--- config.mk ---
export PLATFORM = sky130hd
export DESIGN_NAME = rosc_meas_sequencer_flat
export DESIGN_NICKNAME = d
export VERILOG_FILES = /design/src/rtl/rosc_meas_sequencer_if.sv /design/src/rtl/rosc_meas_sequencer.sv /design/src/flat_wrapper.sv
export SDC_FILE = /design/constraint.sdc
export NUM_CORES = 1
export LEC_CHECK = 0
export CAP_MARGIN = 10
export CORE_ASPECT_RATIO = 0.75
export CORE_MARGIN = 5
export CORE_UTILIZATION = 56
export DETAILED_ROUTE_END_ITERATION = 7
export HOLD_SLACK_MARGIN = 0.15
export PLACE_DENSITY = 0.8
export RECOVER_POWER = 25
export SYNTH_ARGS = -nofsm -noshare
export SYNTH_HDL_FRONTEND = slang
export SYNTH_SLANG_ARGS = --single-unit
export TNS_END_PERCENT = 30
--- constraint.sdc ---
create_clock -name CLK -period 2.7 [get_ports CLK]
set_input_delay 0.54 -clock CLK [delete_from_list [all_inputs] [get_ports CLK]]
set_output_delay 0.54 -clock CLK [all_outputs]
set_load 0.03 [all_outputs]
--- src/rtl/rosc_meas_sequencer_if.sv ---
// Request/result bus between the odometer readout logic and rosc_meas_sequencer.
// The readout side is the master; the sequencer is the slave.
interface rosc_meas_sequencer_if #(
    parameter int CNT_W = 16,
    parameter int WIN_W = 16
) ();
    logic             MEAS_REQ;
    logic [1:0]       ROSC_SEL;
    logic [WIN_W-1:0] WIN_CYCLES;
    logic             BUSY;
    logic             DONE;
    logic [CNT_W-1:0] COUNT;
    logic             OVF;
    logic             ERR;

    modport master (
        output MEAS_REQ, ROSC_SEL, WIN_CYCLES,
        input  BUSY, DONE, COUNT, OVF, ERR
    );

    modport slave (
        input  MEAS_REQ, ROSC_SEL, WIN_CYCLES,
        output BUSY, DONE, COUNT, OVF, ERR
    );
endinterface

--- src/rtl/rosc_meas_sequencer.sv ---
// Measurement sequencer and edge counter for the stacked RVT stress ring-oscillator block.
// Define ROSC_MEAS_AVG4_EN to average four RUN+DRAIN passes per request.
module rosc_meas_sequencer #(
    parameter int CNT_W      = 16,
    parameter int WIN_W      = 16,
    parameter int SETTLE_CYC = 8
) (
    input  logic CLK,
    input  logic RST,
    input  logic ROSC_OUT,
    output logic SEL_INV97,
    output logic SEL_INV99,
    output logic SEL_INV101,
    output logic START,
    output logic EN_ROSC,
    output logic EN_POWER_ROSC,
    output logic MEAS_STRESS,
    rosc_meas_sequencer_if.slave bus
);

    localparam int TMR_W = (WIN_W > 8) ? WIN_W : 8;

    typedef enum logic [2:0] {
        IDLE,
        SETUP,
        RUN,
        DRAIN,
        REPORT,
        REJECT
    } state_t;

    state_t           state, state_nxt;
    logic [TMR_W-1:0] tmr, tmr_nxt;
    logic [WIN_W-1:0] win_q;
    logic [2:0]       sel_oh, sel_dec;
    logic             accept, reject, win_zero;
    logic             busy_nxt, stress_nxt, en_rosc_nxt, start_nxt;

    logic             sync1, sync2, sync3, rise;
    logic [CNT_W-1:0] cnt, cnt_nxt;
    logic             sat, ovf_run;

`ifdef ROSC_MEAS_AVG4_EN
    localparam int ACC_W = CNT_W + 2;
    logic [1:0]       pass_q, pass_nxt;
    logic [ACC_W-1:0] acc;
`endif

    assign accept   = (state == IDLE) && bus.MEAS_REQ && (bus.ROSC_SEL != 2'd3);
    assign reject   = (state == IDLE) && bus.MEAS_REQ && (bus.ROSC_SEL == 2'd3);
    assign win_zero = (win_q == '0);

    assign {SEL_INV101, SEL_INV99, SEL_INV97} = sel_oh;

    always_comb begin
        sel_dec = 3'b000;
        case (bus.ROSC_SEL)
            2'd0:    sel_dec = 3'b001;
            2'd1:    sel_dec = 3'b010;
            2'd2:    sel_dec = 3'b100;
            default: sel_dec = 3'b000;
        endcase
    end

    always_ff @(posedge CLK) begin
        if (RST) begin
            state  <= IDLE;
            tmr    <= '0;
`ifdef ROSC_MEAS_AVG4_EN
            pass_q <= '0;
`endif
        end else begin
            state  <= state_nxt;
            tmr    <= tmr_nxt;
`ifdef ROSC_MEAS_AVG4_EN
            pass_q <= pass_nxt;
`endif
        end
    end

    // tmr holds the remaining cycles of the current state minus one
    always_comb begin
        state_nxt = state;
        tmr_nxt   = tmr;
`ifdef ROSC_MEAS_AVG4_EN
        pass_nxt  = pass_q;
`endif
        case (state)
            IDLE: begin
                if (accept) begin
                    state_nxt = SETUP;
                    tmr_nxt   = TMR_W'(SETTLE_CYC - 1);
                end else if (reject) begin
                    state_nxt = REJECT;
                end
            end
            SETUP: begin
                if (tmr == '0) begin
`ifdef ROSC_MEAS_AVG4_EN
                    pass_nxt = '0;
`endif
                    if (win_zero) begin
                        state_nxt = DRAIN;
                        tmr_nxt   = TMR_W'(2);
                    end else begin
                        state_nxt = RUN;
                        tmr_nxt   = TMR_W'(win_q) - TMR_W'(1);
                    end
                end else begin
                    tmr_nxt = tmr - TMR_W'(1);
                end
            end
            RUN: begin
                if (tmr == '0) begin
                    state_nxt = DRAIN;
                    tmr_nxt   = TMR_W'(2);
                end else begin
                    tmr_nxt = tmr - TMR_W'(1);
                end
            end
            DRAIN: begin
                if (tmr == '0) begin
`ifdef ROSC_MEAS_AVG4_EN
                    if (pass_q != 2'd3) begin
                        pass_nxt = pass_q + 2'd1;
                        if (win_zero) begin
                            state_nxt = DRAIN;
                            tmr_nxt   = TMR_W'(2);
                        end else begin
                            state_nxt = RUN;
                            tmr_nxt   = TMR_W'(win_q) - TMR_W'(1);
                        end
                    end else begin
                        state_nxt = REPORT;
                    end
`else
                    state_nxt = REPORT;
`endif
                end else begin
                    tmr_nxt = tmr - TMR_W'(1);
                end
            end
            REPORT:  state_nxt = IDLE;
            REJECT:  state_nxt = IDLE;
            default: state_nxt = IDLE;
        endcase

        busy_nxt    = 1'b0;
        stress_nxt  = 1'b0;
        en_rosc_nxt = 1'b0;
        start_nxt   = 1'b0;
        case (state_nxt)
            SETUP, DRAIN, REPORT: begin
                busy_nxt    = 1'b1;
                stress_nxt  = 1'b1;
                en_rosc_nxt = 1'b1;
            end
            RUN: begin
                busy_nxt    = 1'b1;
                stress_nxt  = 1'b1;
                en_rosc_nxt = 1'b1;
                start_nxt   = 1'b1;
            end
            default: ;
        endcase
    end

    assign rise = sync2 & ~sync3;

    always_comb begin
        cnt_nxt = cnt;
        sat     = 1'b0;
        if ((state == RUN || state == DRAIN) && rise) begin
            if (cnt == '1) begin
                sat = 1'b1;
            end else begin
                cnt_nxt = cnt + CNT_W'(1);
            end
        end
    end

    // Control pins are registered from the next state so they never glitch toward the oscillator block
    always_ff @(posedge CLK) begin
        if (RST) begin
            sync1         <= 1'b0;
            sync2         <= 1'b0;
            sync3         <= 1'b0;
            cnt           <= '0;
            ovf_run       <= 1'b0;
            win_q         <= '0;
            sel_oh        <= '0;
            START         <= 1'b0;
            EN_ROSC       <= 1'b0;
            EN_POWER_ROSC <= 1'b0;
            MEAS_STRESS   <= 1'b0;
            bus.BUSY      <= 1'b0;
            bus.DONE      <= 1'b0;
            bus.COUNT     <= '0;
            bus.OVF       <= 1'b0;
            bus.ERR       <= 1'b0;
`ifdef ROSC_MEAS_AVG4_EN
            acc           <= '0;
`endif
        end else begin
            sync1         <= ROSC_OUT;
            sync2         <= sync1;
            sync3         <= sync2;
            START         <= start_nxt;
            EN_ROSC       <= en_rosc_nxt;
            EN_POWER_ROSC <= 1'b1;
            MEAS_STRESS   <= stress_nxt;
            bus.BUSY      <= busy_nxt;
            bus.DONE      <= (state == REPORT) || (state == REJECT);

            if (state == IDLE && bus.MEAS_REQ) begin
                sel_oh <= sel_dec;
            end
            if (accept) begin
                win_q <= bus.WIN_CYCLES;
            end

            if (state == SETUP) begin
                cnt     <= '0;
                ovf_run <= 1'b0;
`ifdef ROSC_MEAS_AVG4_EN
                acc     <= '0;
`endif
            end else begin
                cnt     <= cnt_nxt;
                ovf_run <= ovf_run | sat;
`ifdef ROSC_MEAS_AVG4_EN
                if (state == DRAIN && tmr == '0) begin
                    acc <= acc + ACC_W'(cnt_nxt);
                    cnt <= '0;
                end
`endif
            end

            if (state == REPORT) begin
`ifdef ROSC_MEAS_AVG4_EN
                bus.COUNT <= CNT_W'(acc >> 2);
`else
                bus.COUNT <= cnt;
`endif
                bus.OVF   <= ovf_run;
                bus.ERR   <= 1'b0;
            end else if (state == REJECT) begin
                bus.ERR   <= 1'b1;
            end
        end
    end

endmodule

--- src/flat_wrapper.sv ---
// flat-port wrapper written by rule: the top's interface ports become plain ports
module rosc_meas_sequencer_flat 
#(
    parameter int CNT_W      = 16,
    parameter int WIN_W      = 16,
    parameter int SETTLE_CYC = 8
)
  (CLK, RST, ROSC_OUT, SEL_INV97, SEL_INV99, SEL_INV101, START, EN_ROSC, EN_POWER_ROSC, MEAS_STRESS, bus_MEAS_REQ, bus_ROSC_SEL, bus_WIN_CYCLES, bus_BUSY, bus_DONE, bus_COUNT, bus_OVF, bus_ERR);
  rosc_meas_sequencer_if #(.CNT_W(CNT_W), .WIN_W(WIN_W)) bus_i ();
  input  logic CLK;
  input  logic RST;
  input  logic ROSC_OUT;
  output logic SEL_INV97;
  output logic SEL_INV99;
  output logic SEL_INV101;
  output logic START;
  output logic EN_ROSC;
  output logic EN_POWER_ROSC;
  output logic MEAS_STRESS;
  input wire logic [$bits(bus_i.MEAS_REQ)-1:0] bus_MEAS_REQ;
  input wire logic [$bits(bus_i.ROSC_SEL)-1:0] bus_ROSC_SEL;
  input wire logic [$bits(bus_i.WIN_CYCLES)-1:0] bus_WIN_CYCLES;
  output wire logic [$bits(bus_i.BUSY)-1:0] bus_BUSY;
  output wire logic [$bits(bus_i.DONE)-1:0] bus_DONE;
  output wire logic [$bits(bus_i.COUNT)-1:0] bus_COUNT;
  output wire logic [$bits(bus_i.OVF)-1:0] bus_OVF;
  output wire logic [$bits(bus_i.ERR)-1:0] bus_ERR;
  assign bus_i.MEAS_REQ = bus_MEAS_REQ;
  assign bus_i.ROSC_SEL = bus_ROSC_SEL;
  assign bus_i.WIN_CYCLES = bus_WIN_CYCLES;
  assign bus_BUSY = bus_i.BUSY;
  assign bus_DONE = bus_i.DONE;
  assign bus_COUNT = bus_i.COUNT;
  assign bus_OVF = bus_i.OVF;
  assign bus_ERR = bus_i.ERR;
  rosc_meas_sequencer #(.CNT_W(CNT_W), .WIN_W(WIN_W), .SETTLE_CYC(SETTLE_CYC)) u_core (.CLK(CLK), .RST(RST), .ROSC_OUT(ROSC_OUT), .SEL_INV97(SEL_INV97), .SEL_INV99(SEL_INV99), .SEL_INV101(SEL_INV101), .START(START), .EN_ROSC(EN_ROSC), .EN_POWER_ROSC(EN_POWER_ROSC), .MEAS_STRESS(MEAS_STRESS), .bus(bus_i));
endmodule
==> impl_metrics.json <==
{
  "cts.sinks": 80,
  "hpwl_um": 6940,
  "synth_ff_type": "dfxtp_1",
  "maxSlewHeadroom_pct": 9.06,
  "met3_usage_pct": 6.51,
  "p_sw_share_pct": 35.7,
  "port_buffers": 48,
  "die_h_um": 83,
  "drtIter0Drc": 354,
  "die_area_um2": 8910,
  "synthArstFlopShare_pct": 0,
  "p_per_area_nw_per_um2": 775,
  "clockBufferDepth": 2,
  "place_inst": 616,
  "synth.area.top_cells": "dfxtp_1, nand2_1, a21oi_1, xor2_1, xnor2_1",
  "grt_pass1_wl_um": 16400,
  "synthCells": 484,
  "ys_seq_area_share_pct": 40.3,
  "grt_max_degree": 35,
  "endpoint_kind": "register",
  "synth_top_area_share_pct": 40.3,
  "synth.avg_cell_area_um2": 8.22,
  "power.leakage_uw": 0.00169,
  "slew_viol_final": 0,
  "worstMarginPinSlew_ns": 1.36,
  "wirelength_um": 9990,
  "synthTopCellsByCount": "nand2_1, dfxtp_1, a21oi_1",
  "pwr-share-comb_pct": 34.4,
  "start_util_pct": 58.0,
  "fin_crit_sh_pct": 83.7,
  "arrival_ns": 2.53,
  "drcViolationCount": 0,
  "seq_power_share_pct": 38.5,
  "timing.hold.ws_ns": 0.455,
  "ys_warn_count": 0,
  "synth-edff-count": 0,
  "postCtsSetupRepairBufs": 0,
  "synthToLayoutAreaGrowth_pct": 20.2,
  "cts_tree": "yes",
  "synth_top_area_cell": "dfxtp_1",
  "overflow": 0,
  "first_global_vias": 3346,
  "period_minus_slack_ns": 2.26,
  "worstPathRequired_ns": 2.97,
  "timing.setup.tns_ns": 0,
  "cp_max_fo": 8,
  "rows": 26,
  "synth_most_common_cell": "nand2_1",
  "synth_nets": 511,
  "skew_ns": 0.00681,
  "holdCritPathClass": "reg -> reg",
  "fin_nets": 556,
  "viasPerCell": 5.81,
  "outcome": "finished, final reports clean",
  "ys_ff_latch": 80,
  "setup_viol": 0,
  "grt_busiest_layer": "met1",
  "syn_area_um2": 3980,
  "grt_use_met2_pct": 31.6,
  "finalHoldViolations": 0,
  "path_class": "reg -> reg",
  "h-tree-depth": 3,
  "wire_per_inst_um": 15.8,
  "path_clk_slew_ns": 0.08,
  "diodes": 0,
  "pwr-share-clk_pct": 27.1,
  "drive_gt1_share_pct": 8.05,
  "drv_cap": 0,
  "ir_drop_mv": 0.461,
  "grt.total_usage_pct": 22.6,
  "ctsHoldBuffers": 0,
  "placed_cell_area_um2": 4550,
  "die_w_um": 107,
  "ctsRootBufferMaster": "clkbuf_8",
  "synth_cell_types": 54,
  "drtAntennaViolNets": 0,
  "final_cell_area_um2": 4780,
  "startpoint_type": "register",
  "fin_cells": 632,
  "max_freq_mhz": 442,
  "p_sw_uw": 1320,
  "firstDrtPassIters": 6,
  "p_int_uw": 2380,
  "post_cts_resized": 0,
  "insertion_delay_ns": 0.36,
  "rsz0062_at_grt": "false",
  "vias": 3669,
  "met1_usage_pct": 34.2,
  "core_um2": 6860,
  "io_pins": 49,
  "place_congestion": 0.909,
  "antenna_found_initial": 0,
  "cts_buffers": 9,
  "p_total_uw": 3710
}
==> worst paths after layout <==
check | cells past startpoint | slack [ns] | end | from
hold reg to reg | 2 | 0.46 | u_core.bus.COUNT[8] | u_core.bus.COUNT[8]
hold / removal | 2 | 0.46 | u_core.bus.COUNT[8] | u_core.bus.COUNT[8]
setup reg to reg | 7 | 0.44 | u_core.tmr[3] | u_core.tmr[0]
setup / recovery | 7 | 0.44 | u_core.tmr[3] | u_core.tmr[0]
==> power by group through the flow <==
stage	registers [uW]	logic (uW)	clock network (uW)
final	1430	1280	1010
after global routing	1440	1380	1080
after CTS	1420	1250	1030
after detailed placement	1450	1240	0
after global placement	1450	1220	0
after floorplan	1430	947	0
==> area by class of cell <==
class | count | area (um2)
clock buffers | 10 | 138
repair buffers | 63 | 587
multi-input cells | 367 | 2210
well taps | 98 | 123
clock inverters | 6 | 90.1
flip-flops and latches | 80 | 1600
inverters | 8 | 30.0
fillers | 545 | 2080
==> registers in the layout (all words and copies together) (netlist names), 3 cells and up <==
register	count
u_core.tmr	16
u_core.state	3
u_core.bus.COUNT	16
u_core.win_q	16
u_core.sel_oh	3
u_core.cnt	16
==> stage by stage <==
stage	worst slack, ns	utilization, %
after floorplan	0.792	-
after global placement	0.494	66.4
after detailed placement	0.422	66.4
after CTS	0.517	69.7
after global routing	0.233	69.7
final	0.439	69.7
==> critical path, cell delays in order, from the launching register on <==
cell      delay [ns]
dfxtp_1         0.33
inv_1           0.12
ha_1            0.16
nor4b_4         0.33
nand4_1         0.38
o21ai_1         0.51
a21oi_1         0.09
a211oi_1        0.25
==> per-layer routing <==
layer | part of all wire [%] | vias up | wire length (um)
met1 | 48 | 1670 | 4770
met3 | 9.4 | 10 | 936
li1 | - | 1817 | -
met4 | 0.87 | 0 | 87
met5 | 0 | - | 0
met2 | 42 | 172 | 4190
==> kinds of logic (layout without fill, tap and decap cells) <==
group	count (synthesis)	after routing	share of synthesized area, %
AOI/OAI and AO/OA	124	124	19.5
xor gates and xnor gates	33	33	7.26
adders and majority gates	5	5	1.57
buffers and inverters	37	87	4.15
DFF	80	80	40.3
muxes	3	3	0.786
and+or+nand+nor	202	202	26.5
==> layout by cell type, fill, tap and decap left out, drive strengths merged, types with 3 or more instances in the layout <==
cell and instances:
nand2 91, dfxtp 80, a21oi 62, clkdlybuf4s50 37, nor2 33, xor2 17
xnor2 16, buf 15, nand4 14, o21ai 14, a211oi 11, clkbuf 11
nand3 10, dlygate4sd3 10, nor3 9, inv 9, nor4 9, nor2b 6
a2bb2oi 6, and4 6, nand3b 5, ha 5, o31a 4, o211ai 4
or3 3, nand4b 3, a311oi 3, nor4b 3, a31oi 3, and2 3
Power figures use the tool's default switching activity.
